### src/rtl/sensor_spi_pkg.sv
// Shared constants and state encoding for the sensor SPI loader.
// The hold times are derived from the SPI engine's fixed burst lengths.
package sensor_spi_pkg;

   localparam logic [7:0] HDR_BYTE = 8'hA5;
   localparam logic [7:0] OP_WR    = 8'h01;
   localparam logic [7:0] OP_RD    = 8'h02;

   localparam int WR_CLK_CYCLES = 521;
   localparam int RD_CLK_CYCLES = 801;
   // One finish cycle plus two cycles of margin after the engine's clock burst.
   localparam int HOLD_MARGIN   = 3;
   localparam int WR_HOLD       = WR_CLK_CYCLES + HOLD_MARGIN;
   localparam int RD_HOLD       = RD_CLK_CYCLES + HOLD_MARGIN;

   typedef enum logic [4:0] {
      S_IDLE    = 5'b00001,
      S_OPCODE  = 5'b00010,
      S_PAYLOAD = 5'b00100,
      S_ISSUE   = 5'b01000,
      S_WAIT    = 5'b10000
   } state_t;

endpackage

### src/rtl/sensor_spi_loader_if.sv
// Host command byte channel: valid/ready byte stream into the loader.
interface sensor_spi_loader_if;

   logic       host_valid;
   logic [7:0] host_data;
   logic       host_ready;

   modport master (output host_valid, output host_data, input host_ready);
   modport slave  (input host_valid, input host_data, output host_ready);

endinterface

### src/rtl/sensor_spi_loader.sv
// Frames host command bytes into the 256-bit sensor register image and issues
// one write/read pulse per frame, blocking the host until the transfer is done.
module sensor_spi_loader #(
   parameter logic [7:0] HDR_BYTE     = sensor_spi_pkg::HDR_BYTE,
   parameter int         WR_HOLD      = sensor_spi_pkg::WR_HOLD,
   parameter int         RD_HOLD      = sensor_spi_pkg::RD_HOLD,
   parameter int         BYTE_TIMEOUT = 1_000_000
) (
   input  logic                 clk_fix,
   input  logic                 rst_fix,
   sensor_spi_loader_if.slave   host,
   output logic [255:0]         spi_register,
   output logic                 cmd_wr_sensor_spi,
   output logic                 cmd_rd_sensor_spi,
   output logic                 loader_busy,
   output logic                 err_opcode,
   output logic                 err_timeout
);

   import sensor_spi_pkg::*;

   localparam logic [9:0]  WR_LOAD  = 10'(WR_HOLD - 1);
   localparam logic [9:0]  RD_LOAD  = 10'(RD_HOLD - 1);
   localparam logic [19:0] TMO_LAST = 20'(BYTE_TIMEOUT - 1);

   state_t      state, state_nx;
   logic        accept;
   logic        opcode_bad;
   logic        tmo_hit;
   logic [4:0]  byte_cnt;
   logic [9:0]  hold_cnt;
   logic [19:0] tmo_cnt;

   assign accept = host.host_valid & host.host_ready;

   // NOTE: every comb output gets a default first so no path can infer a latch.
   always_comb begin
      state_nx   = state;
      opcode_bad = 1'b0;
      tmo_hit    = 1'b0;
      unique case (state)
         S_IDLE: begin
            if (accept && host.host_data == HDR_BYTE) state_nx = S_OPCODE;
         end
         S_OPCODE: begin
            if (accept) begin
               if (host.host_data == OP_WR)      state_nx = S_PAYLOAD;
               else if (host.host_data == OP_RD) state_nx = S_ISSUE;
               else begin
                  opcode_bad = 1'b1;
                  state_nx   = S_IDLE;
               end
            end else if (tmo_cnt == TMO_LAST) begin
               tmo_hit  = 1'b1;
               state_nx = S_IDLE;
            end
         end
         S_PAYLOAD: begin
            if (accept) begin
               if (byte_cnt == 5'd31) state_nx = S_ISSUE;
            end else if (tmo_cnt == TMO_LAST) begin
               tmo_hit  = 1'b1;
               state_nx = S_IDLE;
            end
         end
         S_ISSUE: state_nx = S_WAIT;
         S_WAIT: begin
            if (hold_cnt == 10'd0) state_nx = S_IDLE;
         end
         default: state_nx = S_IDLE;
      endcase
   end

   // NOTE: reset is synchronous, so it lives inside the clocked block; state uses <= only.
   always_ff @(posedge clk_fix) begin
      if (rst_fix) begin
         state             <= S_IDLE;
         host.host_ready   <= 1'b0;
         spi_register      <= '0;
         cmd_wr_sensor_spi <= 1'b0;
         cmd_rd_sensor_spi <= 1'b0;
         loader_busy       <= 1'b0;
         err_opcode        <= 1'b0;
         err_timeout       <= 1'b0;
         byte_cnt          <= '0;
         hold_cnt          <= '0;
         tmo_cnt           <= '0;
      end else begin
         state             <= state_nx;
         host.host_ready   <= state_nx inside {S_IDLE, S_OPCODE, S_PAYLOAD};
         loader_busy       <= state_nx inside {S_ISSUE, S_WAIT};
         cmd_wr_sensor_spi <= (state == S_PAYLOAD) && (state_nx == S_ISSUE);
         cmd_rd_sensor_spi <= (state == S_OPCODE) && (state_nx == S_ISSUE);
         err_opcode        <= opcode_bad;
         err_timeout       <= tmo_hit;

         if (state == S_OPCODE && accept) byte_cnt <= 5'd0;
         if (state == S_PAYLOAD && accept) begin
            spi_register <= {spi_register[247:0], host.host_data};
            byte_cnt     <= byte_cnt + 5'd1;
         end

         // In ISSUE the registered write pulse itself tells which frame is in flight.
         if (state == S_ISSUE)
            hold_cnt <= cmd_wr_sensor_spi ? WR_LOAD : RD_LOAD;
         else if (state == S_WAIT && hold_cnt != 10'd0)
            hold_cnt <= hold_cnt - 10'd1;

         if ((state == S_OPCODE || state == S_PAYLOAD) && !accept && !tmo_hit)
            tmo_cnt <= tmo_cnt + 20'd1;
         else
            tmo_cnt <= '0;
      end
   end

endmodule

### src/flat_wrapper.sv
// flat-port wrapper written by rule: the top's interface ports become plain ports
module sensor_spi_loader_flat import sensor_spi_pkg::*;
#(
   parameter logic [7:0] HDR_BYTE     = sensor_spi_pkg::HDR_BYTE,
   parameter int         WR_HOLD      = sensor_spi_pkg::WR_HOLD,
   parameter int         RD_HOLD      = sensor_spi_pkg::RD_HOLD,
   parameter int         BYTE_TIMEOUT = 1_000_000
)
  (clk_fix, rst_fix, spi_register, cmd_wr_sensor_spi, cmd_rd_sensor_spi, loader_busy, err_opcode, err_timeout, host_host_valid, host_host_data, host_host_ready);
  sensor_spi_loader_if host_i ();
  input  logic clk_fix;
  input  logic rst_fix;
  output logic [255:0] spi_register;
  output logic cmd_wr_sensor_spi;
  output logic cmd_rd_sensor_spi;
  output logic loader_busy;
  output logic err_opcode;
  output logic err_timeout;
  input wire logic [$bits(host_i.host_valid)-1:0] host_host_valid;
  input wire logic [$bits(host_i.host_data)-1:0] host_host_data;
  output wire logic [$bits(host_i.host_ready)-1:0] host_host_ready;
  assign host_i.host_valid = host_host_valid;
  assign host_i.host_data = host_host_data;
  assign host_host_ready = host_i.host_ready;
  sensor_spi_loader #(.HDR_BYTE(HDR_BYTE), .WR_HOLD(WR_HOLD), .RD_HOLD(RD_HOLD), .BYTE_TIMEOUT(BYTE_TIMEOUT)) u_core (.clk_fix(clk_fix), .rst_fix(rst_fix), .host(host_i), .spi_register(spi_register), .cmd_wr_sensor_spi(cmd_wr_sensor_spi), .cmd_rd_sensor_spi(cmd_rd_sensor_spi), .loader_busy(loader_busy), .err_opcode(err_opcode), .err_timeout(err_timeout));
endmodule
### config.mk
export PLATFORM = sky130hd
export DESIGN_NAME = sensor_spi_loader_flat
export DESIGN_NICKNAME = d
export VERILOG_FILES = /design/src/rtl/sensor_spi_pkg.sv /design/src/rtl/sensor_spi_loader_if.sv /design/src/rtl/sensor_spi_loader.sv /design/src/flat_wrapper.sv
export SDC_FILE = /design/constraint.sdc
export NUM_CORES = 1
export LEC_CHECK = 0
export ABC_AREA = 1
export BUFFER_PORTS_ARGS = -buffer_cell sky130_fd_sc_hd__buf_4
export CORE_MARGIN = 1
export CORE_UTILIZATION = 57
export CTS_CLUSTER_DIAMETER = 40
export DETAILED_ROUTE_END_ITERATION = 7
export GPL_ROUTABILITY_DRIVEN = 0
export PLACE_DENSITY_LB_ADDON = 0.15
export SLEW_MARGIN = 20
export SYNTH_ARGS = -nofsm -noshare
export SYNTH_HDL_FRONTEND = slang
export SYNTH_SLANG_ARGS = --single-unit
export TNS_END_PERCENT = 100
### constraint.sdc
create_clock -name clk_fix -period 2.6 [get_ports clk_fix]
set_input_delay 0.39 -clock clk_fix [delete_from_list [all_inputs] [get_ports clk_fix]]
set_output_delay 0.39 -clock clk_fix [all_outputs]
set_load 0.05 [all_outputs]
==> flow_metrics.tcl, run 1 <==
set metrics [dict create \
    outcome "finished, final reports clean" \
    synth_area_per_cell_um2 7.73 \
    hold_start "host_host_data[3]" \
    synth_top_family_by_area "simple AND/OR/NAND/NOR gates" \
    vias_per_cell 5.17 \
    die_x_um 143 \
    yosysSeqAreaShare_pct 53.5 \
    cp_max_fo 184 \
    crit_arrival_ns 2.44 \
    tightestPinTransition_ns 0.756 \
    syn2layout_area_growth_pct 28.8 \
    drc 0 \
    first_pass_iters 5 \
    timing.reg2reg.worst_path_depth 8 \
    start_util_pct 58.0 \
    drt-initial-drc-count 719 \
    synth_compound_area_share_pct 14.2 \
    final_nets 1712 \
    dpl_cell_area_mm2 0.0133 \
    core_region_area_mm2 0.0195 \
    worst_setup_path_start_kind "flip-flop" \
    grt.total_usage_pct 27.3 \
    clock-root-buffer "clkbuf_16" \
    synth_xor_area_share_pct 0.310 \
    synth_cell_type_count 33 \
    cts_max_level 2 \
    grt_overflow 0 \
    cts_inserted_buffers 38 \
    grt_max_degree 185 \
    met1_length_um 12200 \
    synth_cells 1462 \
    holdPathEnd "u_core.spi_register[3]" \
    relSlewSlack_pct 49.6 \
    cts.sinks 302 \
    top_layer "met4" \
    grt_setup_unrepaired "no" \
    critPathRequiredTime_ns 3.05 \
    clock_latency_ns 0.51 \
    ios 273 \
    die_h_um 143 \
    cts.path.max_buffers 3 \
    hp-class "in -> reg" \
    finClkSkew_ns 0.0151 \
    dieArea_mm2 0.0204 \
    vdd_drop_max_mv 0.501 \
    hold_viol_final 0 \
    p_leak_nw 7.50 \
    drt_wl_total_um 28800 \
    syn-num-nets 1477 \
    p_per_area_mw_per_mm2 687 \
    hpwl_um 18300 \
    cts_setup_buffers 0 \
    portBuffers 272 \
    cts_hold_buf 0 \
    fill_cells 1492 \
    drv_slew 0 \
    r2r-start "u_core.state[1]" \
    period_needed_ns 1.99 \
    r2r_slack_ns 0.61 \
    max_cap_violations 0 \
    antenna_found_initial 0 \
    wl_per_cell_um 14.5 \
    worst_setup_path_end_kind "flip-flop" \
    synthMuxAreaShare_pct 0 \
    max_stage_delay_ns 0.47 \
    grt_pass1_wl_um 45600 \
    vias 10300 \
    cts_tree "done" \
    min_period_over_period_pct 76.6 \
    fin_util_pct 74.8 \
    synth_seq_cells 302 \
    ys_warn_count 0 \
    setup_viol 0 \
    crit_type "reg -> reg" \
    wl_met3_um 2430 \
    finalSetupTns_ns 0 \
    netlist_area_mm2 0.0113 \
    stdcell_area_mm2 0.0146 \
    yosys.area_share.adder_pct 0.443 \
    rows 51 \
    r2r_end "u_core.loader_busy" \
    grt_pass1_vias 9296 \
    synth-simple-area-share_pct 24.8 \
    cts_resized 0 \
    wl_met2_um 13500 \
    critPathSlowestCell "buf_12" \
    layout-drive-gt1-share_pct 21.6 \
    clk_pin_slew_ns 0.06 \
    drtAntennaViolNets 0 \
    crit_chain "nor2_4 > nand4_4 > nor2_4 > buf_12 > nand2_1 > nand3_1 > nand2_1 > inv_1" \
    fmax_mhz 502 \
    antenna_cells 0 \
    min_path_cells 3 \
]
## report_power, final
group	internal, mW	leakage (nW)	total [mW]	switching, mW
logic	0.0295	4.44	0.107	0.0774
registers	4.63	2.43	4.63	0.000707
clock network	3.24	0.627	5.26	2.02
## cell usage in the layout (no fill, tap or decap), types with 5 or more instances in the layout
cell type	n
inv_1	53
dfxtp_1	302
buf_4	277
nand3_2	5
o21ai_1	42
nand4_1	6
inv_6	5
o21ai_0	234
buf_12	5
nor3_1	8
clkbuf_16	39
clkinv_2	9
nand2_1	72
nor2_1	560
a21oi_1	28
nand3_1	26
## critical path, delay by kind of cell, from the launching register on
family	cells	cell delay [ns]
buf+inv	2	0.52
flops	1	0.34
simple gates	6	0.95
## metal layers
layer  up-vias  GRT usage (%)
met5         -              0
met1      4757           34.1
met3        47           8.15
met4         0           9.05
met2       311           44.9
li1       5170              -
## flip-flops by register name, indices dropped and copies added (netlist names)
| signal | cells |
|---|---|
| u_core.spi_register | 256 |
| u_core.tmo_cnt | 20 |
| u_core.hold_cnt | 10 |
| u_core.byte_cnt | 5 |
| u_core.state | 5 |
| u_core.cmd_rd_sensor_spi | 1 |
| u_core.cmd_wr_sensor_spi | 1 |
| u_core.err_opcode | 1 |
| u_core.err_timeout | 1 |
| u_core.host.host_ready | 1 |
| u_core.loader_busy | 1 |
## area by class of cell
cell class                      instances  area [um^2]  share of cell area [%]
Inverter                               56          223                    1.53
Multi-Input combinational cell       1017         4490                    30.9
Sequential cell                       302         6050                    41.5
Clock inverter                         25          268                    1.84
Timing Repair Buffer                  282         2180                    15.0
Clock buffer                           44         1010                    6.97
Tap cell                              265          332                    2.28
## stage by stage
stage / std cells / hold slack, ns / power [mW] / setup slack [ns]
after floorplan: 1462 / 0.417 / 4.80 / 0.884
after global placement: 1922 / 0.431 / 4.84 / 0.617
after detailed placement: 1922 / 0.445 / 4.84 / 0.602
after CTS: 1991 / 0.141 / 10.1 / 0.658
after global routing: 1991 / 0.162 / 10.3 / 0.420
final: 1991 / 0.157 / 9.99 / 0.607
## synthesized netlist by cell type
| cell | n | share of area, % |
|---|---|---|
| clkbuf_1 | 38 | 1.3 |
| o21ai_0 | 234 | 10 |
| o21ai_1 | 42 | 1.9 |
| nand3_2 | 5 | 0.44 |
| nor2_1 | 560 | 19 |
| nand2_2 | 1 | 0.055 |
| nor3_2 | 1 | 0.089 |
| buf_2 | 21 | 0.93 |
| ha_1 | 4 | 0.44 |
| a21oi_1 | 28 | 1.2 |
| nor3b_1 | 3 | 0.20 |
| nor3_1 | 8 | 0.35 |
| nor2b_1 | 1 | 0.055 |
| inv_2 | 2 | 0.066 |
| a221oi_1 | 1 | 0.078 |
| buf_6 | 24 | 2.4 |
| nand4_4 | 2 | 0.38 |
| dfxtp_1 | 302 | 54 |
| a31oi_1 | 2 | 0.11 |
| nand3_1 | 26 | 1.2 |
| a21oi_2 | 2 | 0.16 |
| xor2_1 | 4 | 0.31 |
| o21ai_2 | 1 | 0.078 |
| nand2_1 | 72 | 2.4 |
| nand4_1 | 6 | 0.33 |
| or2_2 | 2 | 0.11 |
| nor2_4 | 4 | 0.40 |
| a211oi_1 | 2 | 0.13 |
| o21a_1 | 2 | 0.13 |
| buf_4 | 4 | 0.27 |
| inv_1 | 54 | 1.8 |
| nor2_2 | 3 | 0.17 |
| nor3b_2 | 1 | 0.11 |
## worst max-delay path by stage
stage                            from  slack (ns)                        to
3_3_place_gp          host_host_valid        0.62        u_core.byte_cnt[2]
3_5_place_dp          host_host_valid        0.60        u_core.byte_cnt[2]
5_1_grt               u_core.state[1]        0.42        u_core.loader_busy
2_1_floorplan  u_core.host.host_ready        0.88  u_core.spi_register[100]
4_1_cts               u_core.state[1]        0.66        u_core.byte_cnt[2]
6_report              u_core.state[1]        0.61        u_core.loader_busy
## logic make-up after synthesis
logic type | after synthesis
fa+ha+maj | 4
xor+xnor | 4
flops | 302
buf+inv | 143
compound gates | 314
simple gates | 695
(Power assumes the default switching activity.)
==> run 2, diff against run 1 <==
--- a/config.mk
+++ b/config.mk
@@ -5,10 +5,10 @@
 export SDC_FILE = /design/constraint.sdc
 export NUM_CORES = 1
 export LEC_CHECK = 0
-export ABC_AREA = 1
+export ABC_AREA = 0
 export BUFFER_PORTS_ARGS = -buffer_cell sky130_fd_sc_hd__buf_4
 export CORE_MARGIN = 1
-export CORE_UTILIZATION = 57
+export CORE_UTILIZATION = 53
 export CTS_CLUSTER_DIAMETER = 40
 export DETAILED_ROUTE_END_ITERATION = 7
 export GPL_ROUTABILITY_DRIVEN = 0
==> constraint.sdc (replaced) <==
create_clock -name clk_fix -period 2 [get_ports clk_fix]
set_input_delay 0.3 -clock clk_fix [delete_from_list [all_inputs] [get_ports clk_fix]]
set_output_delay 0.3 -clock clk_fix [all_outputs]
set_load 0.05 [all_outputs]
==> run 2 against run 1 <==
Net effect:
- via count shrank 3.1%
- non-clock buffer count grew 13
- fmax grew 6.3%
- synthesized cell count shrank 5.9%
- power grew 33%
==> flow_metrics.tcl, run 2 <==
set metrics [dict create \
    outcome "finished, final reports clean" \
    grt_pass1_vias 9272 \
    min_period_over_period_pct 93.8 \
    drt_wl_total_um 28500 \
    ios 273 \
    drv_slew 0 \
    vdd_drop_max_mv 0.673 \
    cts_setup_buffers 0 \
    cts_max_level 2 \
    die_h_um 146 \
    setup_viol 0 \
    antenna_found_initial 0 \
    clk_pin_slew_ns 0.05 \
    cp_max_fo 9 \
    drt-initial-drc-count 626 \
    synth_most_common_cell "nand2_1" \
    dp_slack_ns 0.0412 \
    max_stage_delay_ns 0.55 \
    layout-drive-gt1-share_pct 23.0 \
    finClkSkew_ns 0.0131 \
    ys_warn_count 0 \
    stdcell_area_mm2 0.0146 \
    cpLargestDelayFamily "simple AND/OR/NAND/NOR gates" \
    worst-path-buf-inv 0 \
    final_common_cell "nand2_1" \
    vias_per_cell 5.20 \
    wl_per_cell_um 14.9 \
    period_needed_ns 1.88 \
    p_leak_nw 5.50 \
    portBuffers 272 \
    relSlewSlack_pct 52.7 \
    largest_reg_flops 256 \
    hold_start "host_host_data[6]" \
    rows 52 \
    grt_max_degree 165 \
    die_x_um 146 \
    fin_util_pct 72.2 \
    synth_cells 1376 \
    synthArstFlopShare_pct 0 \
    syn-num-nets 1391 \
    hp-class "in -> reg" \
    drtAntennaViolNets 0 \
    worst_setup_path_start_kind "flip-flop" \
    crit_chain "or4_1 > o311a_4 > and2_4 > a21oi_1 > a2111oi_2" \
    clock-root-buffer "clkbuf_16" \
    tightestPinTransition_ns 0.709 \
    critPathRequiredTime_ns 2.38 \
    r2r-start "u_core.hold_cnt[6]" \
    hpwl_um 18600 \
    finalSetupTns_ns 0 \
    synth_area_leaders "dfxtp_1, nand2_1, a21oi_1" \
    reg_top3 "u_core.spi_register: 256 flops, u_core.tmo_cnt: 20 flops, u_core.hold_cnt: 10 flops" \
    syn2layout_area_growth_pct 33.5 \
    fmax_mhz 533 \
    ys.flop_type "dfxtp_1" \
    final_cell_mix "nand2_1, dfxtp_1, buf_4" \
    drc 0 \
    dieArea_mm2 0.0212 \
    final_nets 1632 \
    yosysSeqAreaShare_pct 55.2 \
    first_pass_iters 5 \
    cts.sinks 302 \
    netlist_area_mm2 0.0109 \
    p_per_area_mw_per_mm2 912 \
    vias 9967 \
    synth_cell_type_count 50 \
    cts_tree "done" \
    hold_viol_final 0 \
    grt_setup_unrepaired "no" \
    grt.total_usage_pct 26.1 \
    synth_seq_cells 302 \
    setup_ws_ns 0.125 \
    antenna_cells 0 \
    synth-edff-count 0 \
    grt_overflow 0 \
    max_cap_violations 0 \
    grt_pass1_wl_um 46000 \
    cts_inserted_buffers 38 \
    start_util_pct 54.1 \
    core_region_area_mm2 0.0202 \
    synth_commonest_cells "nand2_1, dfxtp_1, a21oi_1" \
    worst_setup_path_end_kind "flip-flop" \
    startpoint "u_core.hold_cnt[6]" \
    cts_hold_buf 0 \
    yosysTopAreaCellShare_pct 55.2 \
    synth_area_per_cell_um2 7.95 \
    yosysTopAreaCell "dfxtp_1" \
    crit_type "reg -> reg" \
    critPathSlowestCell "or4_1" \
    crit_arrival_ns 2.25 \
    clock_latency_ns 0.51 \
    cts.path.max_buffers 3 \
    dpl_cell_area_mm2 0.0132 \
    top_register "u_core.spi_register" \
]
-- run 2: cell types whose count changed after synthesis, sizes merged, moves of 23 or more --
cell,delta
clkbuf,+30
inv,-47
o21ai,-275
nand2,+454
a21oi,+235
nor2,-515
buf,-23
-- run 2: tightest hold or removal path: stages --
cell and delay [ns]:
buf_4 0.11, nand2_1 0.04, a21oi_1 0.05
-- run 2: cells by family (layout without fill, tap and decap cells) --
logic type | Yosys count | in the layout | synth area share (%)
XOR/XNOR | 27 | 27 | 2.16
flip-flops | 302 | 302 | 55.2
buffers and inverters | 103 | 372 | 3.83
AO/OA/AOI/OAI | 286 | 286 | 13.9
AND/OR/NAND/NOR | 653 | 653 | 24.4
multiplexers | 1 | 1 | 0.103
adder cells (fa/ha/maj) | 4 | 4 | 0.457
-- run 2: layout make-up --
type / count / area, um^2
flip-flops and latches: 302 / 6050
fillers: 1612 / 5620
multi-input cells: 971 / 4510
repair buffers: 295 / 2340
clock buffers: 48 / 1060
well taps: 270 / 338
clock inverters: 20 / 290
inverters: 9 / 33.8
-- run 2: repair_timing --
action,4_1_cts,5_1_grt
hold endpoints to repair,0,0
resized for setup,0,4
endpoints found under the setup margin,0,257
-- run 2: power by group --
group	switching [mW]	total (mW)	internal (mW)	leakage, nW
clock network	2.60	7.16	4.56	0.643
registers	0.000752	6.02	6.02	2.43
logic	0.113	0.145	0.0325	2.42
total	2.71	13.3	10.6	5.50
-- run 2: path summary, 6_finish.rpt --
| check | endpoint | slack [ns] | depth (start not counted) |
|---|---|---|---|
| setup / recovery | u_core.loader_busy | 0.12 | 5 |
| hold / removal | u_core.spi_register[6] | 0.05 | 3 |
| setup reg to reg | u_core.loader_busy | 0.12 | 5 |
| hold reg to reg | u_core.spi_register[254] | 0.46 | 2 |
-- run 2: metrics by stage --
step           total power [mW]  hold slack (ns)  cells
6_report                   13.3           0.0451   1915
5_1_grt                    13.7           0.0497   1915
4_1_cts                    13.4           0.0346   1915
3_5_place_dp               6.29            0.448   1847
3_3_place_gp               6.29            0.443   1847
2_1_floorplan              6.24            0.436   1376
-- run 2: metal layers --
layer | vias to the layer above | GRT usage [%] | routed length, um | share of wire, %
met5 | - | 0 | 0 | 0
met4 | 0 | 10.4 | 907 | 3.2
met3 | 59 | 8.84 | 2410 | 8.5
met2 | 309 | 42.1 | 13500 | 47
met1 | 4629 | 32.0 | 11700 | 41
li1 | 4970 | - | - | -
==> run 3, diff against run 2 <==
--- a/config.mk
+++ b/config.mk
@@ -7,8 +7,9 @@
 export LEC_CHECK = 0
 export ABC_AREA = 0
 export BUFFER_PORTS_ARGS = -buffer_cell sky130_fd_sc_hd__buf_4
+export CORE_ASPECT_RATIO = 1.2
 export CORE_MARGIN = 1
-export CORE_UTILIZATION = 53
+export CORE_UTILIZATION = 48
 export CTS_CLUSTER_DIAMETER = 40
 export DETAILED_ROUTE_END_ITERATION = 7
 export GPL_ROUTABILITY_DRIVEN = 0
==> constraint.sdc (replaced) <==
create_clock -name clk_fix -period 1.71 [get_ports clk_fix]
set_input_delay 0.2565 -clock clk_fix [delete_from_list [all_inputs] [get_ports clk_fix]]
set_output_delay 0.2565 -clock clk_fix [all_outputs]
set_load 0.05 [all_outputs]
==> run 3 against run 2 <==
Net effect:
- the run now ends with negative setup slack left
- wire length increased by 3.7%
- non-clock buffer count increased by 55
- cell count increased by 2.8%
- clock-buffer cell count decreased by 6
- highest routed layer unchanged
==> flow_metrics.tcl, run 3 (synthesis gave the netlist of run 2 again) <==
set metrics [dict create \
    layout-drive-gt1-share_pct 26.0 \
    final-seq-area_mm2 0.00605 \
    clock_latency_ns 0.50 \
    dp_cells 1905 \
    setup_ws_ns -0.0851 \
    clock-root-buffer "clkbuf_16" \
    start_util_pct 48.9 \
    hpwl_um 19400 \
    dieArea_mm2 0.0234 \
    drv_slew 0 \
    final_common_cell "nand2_1" \
    crit_arrival_ns 2.23 \
    crit_type "reg -> reg" \
    grt_max_degree 145 \
    multiInputGateArea_mm2 0.00463 \
    hp-class "in -> reg" \
    clk_pin_slew_ns 0.06 \
    cp_max_fo 8 \
    hold_viol_final 0 \
    grt_pass1_wl_um 46600 \
    wl_per_cell_um 15.0 \
    antenna_found_initial 0 \
    finClkSkew_ns 0.0209 \
    grt.total_usage_pct 24.1 \
    grt_setup_unrepaired "yes" \
    fill_cells 1933 \
    antenna_cells 0 \
    fmax_mhz 557 \
    portBuffers 272 \
    cts.sinks 302 \
    period_needed_ns 1.80 \
    final_nets 1683 \
    largest_reg_flops 256 \
    syn2layout_area_growth_pct 37.7 \
    fin_util_pct 67.3 \
    worst_setup_path_start_kind "flip-flop" \
    cts_max_level 2 \
    cts.path.max_buffers 3 \
    final_cell_mix "nand2_1, buf_4, dfxtp_1" \
    reg_top3 "u_core.spi_register: 256 flops, u_core.tmo_cnt: 20 flops, u_core.hold_cnt: 10 flops" \
    rows 60 \
    worst_setup_path_end_kind "flip-flop" \
    vias_per_cell 5.11 \
    met1_length_um 12000 \
    cts_tree "done" \
    core_region_area_mm2 0.0224 \
    die_h_um 167 \
    min_period_over_period_pct 105 \
    top_layer "met4" \
    p_leak_nw 5.74 \
    drt-initial-drc-count 532 \
    p_per_area_mw_per_mm2 960 \
    drt_wl_total_um 29600 \
    relSlewSlack_pct 56.2 \
    grt_overflow 0 \
    vias 10100 \
    critPathRequiredTime_ns 2.14 \
    tightestPinTransition_ns 0.657 \
    wl_met3_um 2140 \
    vdd_drop_max_mv 1.00 \
    die_x_um 140 \
    top_register "u_core.spi_register" \
    drtAntennaViolNets 0 \
    cts_inserted_buffers 34 \
    first_pass_iters 5 \
    outcome "finished, violations left" \
    violations "negative setup slack" \
    grt_pass1_vias 9406 \
    wl_met2_um 14100 \
    fin_cells 1969 \
    max_cap_violations 0 \
    setup_viol 9 \
    ios 273 \
    cts_hold_buf 0 \
    drc 0 \
]
[run 3: stage by stage]
step	area (um^2)	power [mW]	setup slack, ns	setup TNS, ns	hold slack (ns)
global route	15100	14.9	-0.135	-1.01	0.0216
finish	15100	14.5	-0.0851	-0.332	0.0283
floorplan	11000	7.30	-0.0558	-0.110	0.393
global placement	13700	7.37	-0.165	-0.456	0.444
detailed placement	13700	7.37	-0.214	-0.868	0.448
CTS	14900	14.6	-0.0892	-0.327	0.0105
[run 3: layout make-up]
cell class	count	area share (%)
flip-flops and latches	302	40.2
multi-input cells	971	30.7
repair buffers	350	19.2
clock buffers	42	6.05
well taps	279	2.32
clock inverters	16	1.35
inverters	9	0.224
[run 3: power by group]
group          switching [mW]  internal [mW]  leakage [nW]  total (mW)
combinational           0.134         0.0430          2.77       0.177
sequential            0.00179           7.04          2.43        7.04
clock                    2.85           4.40         0.542        7.25
total                    2.98           11.5          5.74        14.5
[run 3: timing repair]
action | in CTS | in global routing
pin swaps | 5 | 8
gates cloned | 0 | 2
buffers inserted | 1 | 3
resized for setup | 7 | 22
endpoints found under the setup margin | 10 | 67
[run 3: worst paths after layout]
check	cells past startpoint	end	slack [ns]	start
max	5	u_core.hold_cnt[0]	-0.09	u_core.hold_cnt[6]
min	3	u_core.spi_register[3]	0.03	host_host_data[3]
max reg2reg	5	u_core.hold_cnt[0]	-0.09	u_core.hold_cnt[6]
min reg2reg	2	u_core.spi_register[249]	0.46	u_core.spi_register[249]
[run 3: layer usage]
metal	up-vias	GRT usage, %
met5	-	0
met2	284	40.1
li1	5068	-
met1	4622	28.6
met3	81	7.23
met4	0	11.1
[run 3: critical path, cell delays in order, from the launching register on]
cell and delay (ns):
dfxtp_2 0.31, or4_4 0.52, o311a_4 0.37, and2_4 0.20, mux2_2 0.27, nor2_2 0.07
